`config.mk`:
```
export PLATFORM = sky130hd
export DESIGN_NAME = keypad_entry
export DESIGN_NICKNAME = d
export VERILOG_FILES = /design/src/rtl/keypad_pkg.sv /design/src/rtl/key_sync.sv /design/src/rtl/keypad_entry.sv
export SDC_FILE = /design/constraint.sdc
export NUM_CORES = 1
export LEC_CHECK = 0
export ABC_AREA = 1
export BUFFER_PORTS_ARGS = -buffer_cell sky130_fd_sc_hd__buf_4
export CAP_MARGIN = 0
export CELL_PAD_IN_SITES_DETAIL_PLACEMENT = 1
export CELL_PAD_IN_SITES_GLOBAL_PLACEMENT = 2
export CORE_ASPECT_RATIO = 2
export CORE_MARGIN = 1.5
export CORE_UTILIZATION = 32
export CTS_CLUSTER_SIZE = 25
export DETAILED_ROUTE_END_ITERATION = 8
export PLACE_DENSITY_LB_ADDON = 0.1
export SYNTH_ARGS = -nofsm -noshare
export SYNTH_HDL_FRONTEND = slang
export SYNTH_SLANG_ARGS = --single-unit
```
`constraint.sdc`:
```
create_clock -name clk -period 8.96 [get_ports clk]
set_clock_uncertainty 0.2 [all_clocks]
set_input_delay 1.792 -clock clk [delete_from_list [all_inputs] [get_ports clk]]
set_output_delay 1.792 -clock clk [all_outputs]
set_load 0.02 [all_outputs]
```
`src/rtl/keypad_pkg.sv`:
```
// Shared types and constants for the 4x4 keypad scanner / digit-entry block.
package keypad_pkg;

   localparam int unsigned DATA_W     = 32;
   localparam int unsigned CODE_W     = 4;
   localparam int unsigned ROWS       = 4;
   localparam int unsigned COLS       = 4;
   localparam int unsigned NKEYS      = ROWS * COLS;
   localparam int unsigned CNT_W      = 4;
   localparam int unsigned DIGITS_W   = 4;
   localparam int unsigned MAX_DIGITS = 8;

   typedef enum logic [1:0] {
      IDLE    = 2'd0,
      PRESS   = 2'd1,
      HELD    = 2'd2,
      RELEASE = 2'd3
   } state_e;

   typedef enum logic [1:0] {
      NONE   = 2'd0,
      SINGLE = 2'd1,
      MULTI  = 2'd2
   } frame_res_e;

   typedef struct packed {
      frame_res_e             res;
      logic [CODE_W-1:0]      code;
   } frame_t;

   // Classify one frame of pressed keys; bit index equals key code {row, col}.
   function automatic frame_t frame_eval(input logic [NKEYS-1:0] pressed);
      frame_t      f;
      int unsigned n;
      f.res  = NONE;
      f.code = '0;
      n      = 0;
      for (int unsigned i = 0; i < NKEYS; i++) begin
         if (pressed[i]) begin
            if (n == 0) f.code = CODE_W'(i);
            n++;
         end
      end
      if (n == 1)      f.res = SINGLE;
      else if (n >= 2) f.res = MULTI;
      return f;
   endfunction

endpackage

```
`src/rtl/key_sync.sv`:
```
// Parameterizable-width 2-flop synchronizer with async active-low reset.
module key_sync #(
   parameter int unsigned   W       = 1,
   parameter logic [W-1:0]  RST_VAL = '0
) (
   input  logic         clk,
   input  logic         rst_n,
   input  logic [W-1:0] d,
   output logic [W-1:0] q
);

   logic [W-1:0] meta_q;

   always_ff @(posedge clk or negedge rst_n) begin
      if (!rst_n) begin
         meta_q <= RST_VAL;
         q      <= RST_VAL;
      end else begin
         meta_q <= d;
         q      <= meta_q;
      end
   end

endmodule

```
`src/rtl/keypad_entry.sv`:
```
// 4x4 hex keypad scanner with frame-level debounce and an 8-nibble entry word.
// Optional column synchronizer: define KEYPAD_COL_SYNC_EN.
module keypad_entry
   import keypad_pkg::*;
#(
   parameter int unsigned SCAN_DIV = 32768,
   parameter int unsigned DEBOUNCE = 4
) (
   input  logic                 clk,
   input  logic                 rst_n,
   input  logic [COLS-1:0]      col,
   output logic [ROWS-1:0]      row,
   input  logic                 clear,
   output logic [DATA_W-1:0]    data,
   output logic [DIGITS_W-1:0]  digits,
   output logic                 key_valid,
   output logic [CODE_W-1:0]    key_code
);

   localparam int unsigned      DIV_W    = $clog2(SCAN_DIV);
   localparam logic [DIV_W-1:0] DIV_LAST = DIV_W'(SCAN_DIV - 1);
   localparam logic [CNT_W-1:0] DEB      = CNT_W'(DEBOUNCE);

   logic [COLS-1:0] col_s;

`ifdef KEYPAD_COL_SYNC_EN
   key_sync #(
      .W       (COLS),
      .RST_VAL ({COLS{1'b1}})
   ) u_col_sync (
      .clk   (clk),
      .rst_n (rst_n),
      .d     (col),
      .q     (col_s)
   );
`else
   assign col_s = col;
`endif

   // Row scan: divider, row index, row drive and per-row column capture.
   logic [DIV_W-1:0]        div_q;
   logic [1:0]              row_idx_q;
   logic [3*COLS-1:0]       rows_q;
   logic                    dwell_end_c;
   logic                    frame_end_c;
   logic [NKEYS-1:0]        pressed_c;
   frame_t                  frame_c;

   assign dwell_end_c = (div_q == DIV_LAST);
   assign frame_end_c = dwell_end_c && (row_idx_q == 2'd3);
   assign pressed_c   = {~col_s, rows_q};
   assign frame_c     = frame_eval(pressed_c);

   always_ff @(posedge clk or negedge rst_n) begin
      if (!rst_n) begin
         div_q     <= '0;
         row_idx_q <= 2'd0;
         row       <= 4'b1110;
         rows_q    <= '0;
      end else if (dwell_end_c) begin
         div_q     <= '0;
         row_idx_q <= row_idx_q + 2'd1;
         row       <= ~(4'b0001 << 2'(row_idx_q + 2'd1));
         case (row_idx_q)
            2'd0:    rows_q[3:0]  <= ~col_s;
            2'd1:    rows_q[7:4]  <= ~col_s;
            2'd2:    rows_q[11:8] <= ~col_s;
            default: rows_q       <= rows_q;
         endcase
      end else begin
         div_q <= div_q + DIV_W'(1);
      end
   end

   // Debounce FSM, advanced only on frame end.
   state_e              state_q, state_d;
   logic [CNT_W-1:0]    cnt_q, cnt_d;
   logic [CODE_W-1:0]   cand_q, cand_d;
   logic                accept_c;
   logic [CODE_W-1:0]   acc_code_c;
   logic [CNT_W-1:0]    cnt_inc_c;

   always_ff @(posedge clk or negedge rst_n) begin
      if (!rst_n) begin
         state_q <= IDLE;
         cnt_q   <= '0;
         cand_q  <= '0;
      end else begin
         state_q <= state_d;
         cnt_q   <= cnt_d;
         cand_q  <= cand_d;
      end
   end

   always_comb begin
      state_d    = state_q;
      cnt_d      = cnt_q;
      cand_d     = cand_q;
      accept_c   = 1'b0;
      acc_code_c = cand_q;
      cnt_inc_c  = cnt_q + CNT_W'(1);
      if (frame_end_c) begin
         case (state_q)
            IDLE: begin
               if (frame_c.res == SINGLE) begin
                  cand_d     = frame_c.code;
                  acc_code_c = frame_c.code;
                  if (DEBOUNCE <= 1) begin
                     accept_c = 1'b1;
                     state_d  = HELD;
                     cnt_d    = '0;
                  end else begin
                     state_d  = PRESS;
                     cnt_d    = CNT_W'(1);
                  end
               end
            end
            PRESS: begin
               if ((frame_c.res == SINGLE) && (frame_c.code == cand_q)) begin
                  if (cnt_inc_c >= DEB) begin
                     accept_c = 1'b1;
                     state_d  = HELD;
                     cnt_d    = '0;
                  end else begin
                     cnt_d    = cnt_inc_c;
                  end
               end else begin
                  state_d = IDLE;
                  cnt_d   = '0;
               end
            end
            HELD: begin
               // No auto-repeat: only a clean NONE frame starts the release count.
               if (frame_c.res == NONE) begin
                  if (DEBOUNCE <= 1) begin
                     state_d = IDLE;
                     cnt_d   = '0;
                  end else begin
                     state_d = RELEASE;
                     cnt_d   = CNT_W'(1);
                  end
               end
            end
            RELEASE: begin
               if (frame_c.res == NONE) begin
                  if (cnt_inc_c >= DEB) begin
                     state_d = IDLE;
                     cnt_d   = '0;
                  end else begin
                     cnt_d   = cnt_inc_c;
                  end
               end else begin
                  state_d = HELD;
                  cnt_d   = '0;
               end
            end
            default: begin
               state_d = IDLE;
               cnt_d   = '0;
            end
         endcase
      end
   end

   // Entry register; clear takes priority over a coincident accept.
   always_ff @(posedge clk or negedge rst_n) begin
      if (!rst_n) begin
         data      <= '0;
         digits    <= '0;
         key_valid <= 1'b0;
         key_code  <= '0;
      end else begin
         key_valid <= accept_c;
         if (accept_c) key_code <= acc_code_c;
         if (clear) begin
            data   <= '0;
            digits <= '0;
         end else if (accept_c) begin
            data <= {data[DATA_W-CODE_W-1:0], acc_code_c};
            if (digits < DIGITS_W'(MAX_DIGITS)) digits <= digits + DIGITS_W'(1);
         end
      end
   end

endmodule

```
-- Yosys cells after proc, flatten, opt, wreduce, memory -nomap -nowiden
Cells that the tools add are included.
- add/sub/neg operators: 19
- magnitude comparators: 3
- equality and inequality tests: 14
- shift-type cells: 1
- multiplexer cells: 74
- bitwise logic cells: 2
- reduce and logical (&&, ||, !) cells: 28
- operators with widths (cell ; number):
    $mux W32 ; 17
    $add A32 B1 Y32 const B ; 15
    $logic_not A32 Y1 ; 15
    $mux W4 ; 39
    $eq A32 B1 Y1 const B ; 1
    $ge A32 B2 Y1 const B ; 1
    $mux W2 ; 8
    $pmux W4 S4 ; 1
    $add A15 B1 Y15 const B ; 1
    $eq A15 B15 Y1 const B ; 1
    $mux W15 ; 1
    $add A4 B1 Y4 const B ; 2
    $eq A2 B2 Y1 const B ; 4
    $not A4 Y4 ; 2
    $pmux W2 S4 ; 1
    $reduce_and A2 Y1 ; 4
    $mux W1 ; 7
    $eq A2 B1 Y1 const B ; 3
    $logic_not A2 Y1 ; 3
    $ne A3 B3 Y1 const B ; 2
    $reduce_and A5 Y1 ; 1
    $eq A4 B4 Y1 ; 1
    $ge A4 B3 Y1 const B ; 1
    $lt A4 B4 Y1 const B ; 1
    other kinds (6) ; 9
- register bits after elaboration: 84
- input bits: 7
- output and inout bits: 45

-- Depth between registers and ports, before layout
- depth after elaboration: 41
- mapped depth: 62
- mapped depth without buffers: 62

-- Worst setup path before layout
Ideal clock, no wire load.
- kind: flip-flop to flip-flop
- from: reg rows_q[1]
- to: reg data[0]
- arrival: 8.392 ns
- data required time: 8.639 ns
- path slack: 0.247 ns
- stages on the path, launching flop included: 61
- clock period less this slack: 8.713 ns
- cell sequence: dfrtp_1 inv_1 ha_1 inv_1 nand2_2 nand2_2 ha_1 nand2_1 nand2_1 inv_2 ha_1 or2_1 nand2_1 inv_1 ha_1 nand2_1 nand2_1 ha_1 [... 25 more ...] ha_1 o21ai_1 inv_1 ha_1 nand2_1 xnor2_1 o211ai_1 a21oi_1 o21ai_0 nor2_2 nand3_2 clkinv_2 nand4_4 nand2_2 inv_2 buf_6 nand2_1 o21ai_1
- cells in the longest elaborated chain, start to end: 38
- elaborated cells on any way between the ends: 88
- those cells by class: add/sub (14); order compare (1); eq/ne (3); mux (54); reduce/logical (16)
- ends and longest elaborated chain (item ; RTL line ; text):
    start, declared ; keypad_entry.sv:43 ; logic [3*COLS-1:0] rows_q;
    start signal, assigned ; keypad_entry.sv:65 ; 2'd0: rows_q[3:0] <= ~col_s;
    start signal, assigned ; keypad_entry.sv:68 ; default: rows_q <= rows_q;
    $mux W32 ; keypad_pkg.sv:39 ; if (pressed[i]) begin
    $add A32 B1 Y32 ; keypad_pkg.sv:41 ; n++;
    $mux W32 ; keypad_pkg.sv:39 ;
    $add A32 B1 Y32 ; keypad_pkg.sv:41 ;
    $mux W32 ; keypad_pkg.sv:39 ;
    $add A32 B1 Y32 ; keypad_pkg.sv:41 ;
    $mux W32 ; keypad_pkg.sv:39 ;
    $add A32 B1 Y32 ; keypad_pkg.sv:41 ;
    [... 21 more ...] ; n/a ;
    $ge A32 B2 Y1 ; keypad_pkg.sv:45 ; else if (n >= 2) f.res = MULTI;
    $mux W2 ; keypad_pkg.sv:45 ;
    $mux W2 ; keypad_pkg.sv:44 ; if (n == 1) f.res = SINGLE;
    $eq A2 B1 Y1 ; keypad_entry.sv:105, keypad_entry.sv:119 ;
    $mux W4 or $logic_and A1 B1 Y1 (tied branches) ; keypad_entry.sv:105, keypad_entry.sv:119 ;
    $mux W4 or $mux W1 (tied branches) (2 in a row) ; n/a ;
    $mux W32 or $mux W1 (tied branches) ; keypad_entry.sv:178, keypad_entry.sv:102 ;
    $mux W32 or $reduce_bool A2 Y1 (tied branches) ; n/a ;
    end signal, assigned ; keypad_entry.sv:179 ; data <= {data[DATA_W-CODE_W-1:0], acc_code_c};
    end, declared ; keypad_entry.sv:14 ; output logic [DATA_W-1:0] data,
Several ways; a longest one is shown, not always the timed one. The select of a mux whose other input is x is not followed.
A chain may end at the register's enable or synchronous reset.

-- Final worst setup path
- from: reg rows_q[1]
- to: reg data[8]
- cells in the longest elaborated chain, start to end: 38
- elaborated cells on any way between the ends: 83
- those cells by class: add/sub (14); order compare (1); eq/ne (3); mux (49); reduce/logical (16)
- ends and longest elaborated chain (item ; RTL line ; text):
    $mux W32 ; keypad_pkg.sv:39 ;
    $add A32 B1 Y32 ; keypad_pkg.sv:41 ;
    $mux W32 ; keypad_pkg.sv:39 ;
    $add A32 B1 Y32 ; keypad_pkg.sv:41 ;
    $mux W32 ; keypad_pkg.sv:39 ;
    $add A32 B1 Y32 ; keypad_pkg.sv:41 ;
    $mux W32 ; keypad_pkg.sv:39 ;
    $add A32 B1 Y32 ; keypad_pkg.sv:41 ;
    [... 22 more ...] ; n/a ;
    $mux W2 ; keypad_pkg.sv:45 ;
    $mux W2 ; keypad_pkg.sv:44 ;
    $eq A2 B1 Y1 ; keypad_entry.sv:119 ; if ((frame_c.res == SINGLE) && (frame_c.code == cand_q)) begin
    $logic_and A1 B1 Y1 (*) ; keypad_entry.sv:119 ;
    $mux W1 (*) ; keypad_entry.sv:119 ;
    $mux W1 (*) ; keypad_entry.sv:103 ; case (state_q)
    $mux W1 (*) ; keypad_entry.sv:102 ; if (frame_end_c) begin
    $reduce_bool A2 Y1 (no source line) (*) ; n/a ;
Mark *: on every way between the ends. The rest lies on a longest branch, timed or not.

==> results.md <==
- ANT nets after route: 0
- Vias/cell: ~4.7
- Final Util: 40.1%
- Post-synthesis sequential area ratio: between 30% and 40%
- RD Place Congestion: ~0.8
- Synth Area in Compound Gates: under 10%
- Worst slew margin: 37.7%
- Multiplexer share of the synthesized area: 0%
- Actual slew at the worst max-slew pin: between 0.9 and 1 ns
- Sequential share of power: between 40% and 50%
- CP arrival: ~8.6 ns
- Worst hold margin: approximately 0.26 ns
- CP Capture Type: flip-flop
- PD cells: 108 nW/um^2
- Final Hold Fails: 0
- Fin worst setup slack: 0.499 ns
- DR iter-0 viols: 105
- ANT cells: 0
- Vias in the first global route: between 6000 and 7000
- Setup violators final: 0
- Setup CP Type: flip-flop to flip-flop
- Overflow after GRT: 0
- Slowest stage delay, CP: about 0.37 ns
- Die area: about 21000 um^2
- # port buffers: just over 50
- Reg clk slew, reported paths: roughly 0.070 ns
- Largest family of logic cells by synthesized area: simple AND/OR/NAND/NOR gates
- Detailed placement HPWL: 14500 um
- Pre-CTS setup slack: -0.214 ns
- Syn-to-layout area delta: 24.0%
- CP Max Fanout: 6
- Synth Area in Simple Gates: between 40% and 50%
- Final instance area: 7920 um^2
- Share of cells above drive strength 1: between 20 and 30%
- Status: completed
- Min Clock Period, post-route: roughly 8.5 ns
- Routed len/inst: 14.7 um
- Synth Warn #: 0
- HP Class: flip-flop to flip-flop
- Post-Synth Adder-Cell Area: under 10%
- Switching Fraction: between 20 and 25%
- Area of the multi-input gates: 3940 um^2
- FF+latch count, synth: 84
- Vias: between 5000 and 6000
- Synth Area per Inst: roughly 7.3 um^2
- Max Slew Vio Count: 0
- Starting Density: about a third
- Synth Flop Type: dfrtp_1
- Clk root buf: clkbuf_16
- WP data required: between 9 and 10 ns
- Row cnt: 73
- Most frequent cells in the layout: 252 x nand2_1, 104 x inv_1, 81 x dfrtp_1
- Slowest CP cell: dfrtp_1
- Tcrit/Tclk final: 94.4%
- Internal power: about 670 uW
- Hold-fix buffers at CTS: 0
- DRC viols: 0
- Gate count of the mapped netlist: 874
- Gate power share: approximately 4.5%
- VDD IR max: between 0.1 and 0.15 mV
- Initial antenna violation count: 0
- Layout filler cell count: around 2500
- Post-synth cell types: 40
- Clk network pwr share: roughly half
- Core ar.: 19700 um^2
- Die width: roughly 100 um
- First-pass GRT wire length: approximately 30000 um
- Most common cell after layout, fill and taps aside: nand2_1
- Total CTS buffers: 9
- Die height: between 200 and 250 um
- DRT Wirelength: 18100 um
- Fmax: around 120 MHz
- FF/Latch Area: 2110 um^2
- Psw: about 190 uW
- First drt pass iteration count: 4
- CTS Sinks: 84
- Synth async-reset ratio: 100%
- Total GRT Usage: around 18%
- CTS tree: built
- CTS H-tree lvls: 3
- Synth Cell Area: roughly 6400 um^2
- Clk_lat worst skew: roughly 0.35 ns
- Leak pwr: 0.00418 uW
- Io pins: 52
- Placed Area: just over 7000 um^2
- # nets final: between 1000 and 1500
- Post-Syn Nets: 920
- CTS Buffer Depth: 2
- Most frequent cell on the critical path: nand2_2
- Synth Area in XOR/XNOR: 1.78%
- CP Launch Type: flip-flop
- Largest net degree at the start of global routing: 73
- Post-synth EDFFs: 0
- Max-cap violations: 0
==> metal layers <==
layer	vias to the layer above	track usage, %	routed length [um]
met1	2812	16.8	6340
met2	61	36.7	10900
met5	-	0	0
met4	0	7.92	624
met3	36	2.17	284
li1	2926	-	-
==> power groups by stage <==
stage | Sequential (uW) | Combinational [uW] | Clock (uW)
floorplan | 388 | 16.2 | 0
global placement | 388 | 34.8 | 0
detailed placement | 388 | 35.8 | 0
CTS | 380 | 36.7 | 450
global route | 380 | 44.4 | 463
finish | 380 | 38.5 | 438
==> worst max-delay path: cells and delay by family, from the launching register on <==
| family | cells | cell delay [ns] |
|---|---|---|
| adder cells (fa/ha/maj) | 14 | 3.34 |
| AO/OA/AOI/OAI | 5 | 0.69 |
| XOR/XNOR | 1 | 0.12 |
| flip-flops | 1 | 0.37 |
| AND/OR/NAND/NOR | 30 | 2.81 |
| buffers and inverters | 10 | 0.82 |
==> Yosys cell counts (all sizes together) (2+ instances only) <==
master / count / area, um^2
dfstp: 3 / 78.8
or2: 3 / 18.8
nand3: 106 / 756
nor2: 75 / 319
ha: 39 / 488
clkinv: 2 / 8.75
inv: 126 / 473
nand3b: 7 / 65.1
o21ai: 36 / 191
dfrtp: 81 / 2030
a21oi: 17 / 104
nor4: 3 / 18.8
nor3: 5 / 30.0
buf: 6 / 67.6
a21boi: 2 / 15.0
nand4: 10 / 77.6
nand2: 336 / 1500
xor2: 9 / 78.8
xnor2: 4 / 35.0
==> what timing repair did <==
action,CTS,global route
cloned,0,3
resized for setup,7,48
buffers inserted,0,7
endpoints found under the setup margin,48,51
pin swaps,1,25
==> path summary, 6_finish.rpt <==
kind	from	endpoint	slack, ns	cells past startpoint
worst max-delay path	rows_q[1]$_DFFE_PN0P_	data[8]$_DFFE_PN0P_	0.50	60
worst min-delay path	div_q[0]$_DFF_PN0_	div_q[0]$_DFF_PN0_	0.26	1
worst max register to register	rows_q[1]$_DFFE_PN0P_	data[8]$_DFFE_PN0P_	0.50	60
worst min register to register	div_q[0]$_DFF_PN0_	div_q[0]$_DFF_PN0_	0.26	1
max in group asynchronous	rst_n	div_q[8]$_DFF_PN0_	6.33	2
min in group asynchronous	rst_n	data[21]$_DFFE_PN0P_	1.07	1
==> final cells by class <==
| cell class | count | share of cell area [%] |
|---|---|---|
| inverters | 128 | 6.19 |
| well taps | 262 | 4.14 |
| flip-flops and latches | 84 | 26.6 |
| multi-input cells | 656 | 49.8 |
| clock inverters | 7 | 1.55 |
| repair buffers | 85 | 8.91 |
| clock buffers | 9 | 2.84 |
==> cells by family after synthesis <==
logic type / count (synthesis)
simple gates: 545
buf+inv: 134
flops: 84
compound gates: 59
fa+ha+maj: 39
xor+xnor: 13
==> per-stage QoR <==
stage	power, uW	setup TNS (ns)	instances
final	857	0	1231
after detailed placement	423	-7.01	1205
after CTS	867	0	1221
after global routing	887	-0.395	1231
after global placement	422	0	1205
after floorplan	404	0	874
==> state kept, by name, indices dropped and copies added, names as in the netlist <==
name / count
key_code: 4
rows_q: 12
data: 32
row_idx_q: 2
key_valid: 1
row: 4
div_q: 15
state_q: 2
cand_q: 4
cnt_q: 4
digits: 4
Power figures use the tool's default switching activity.
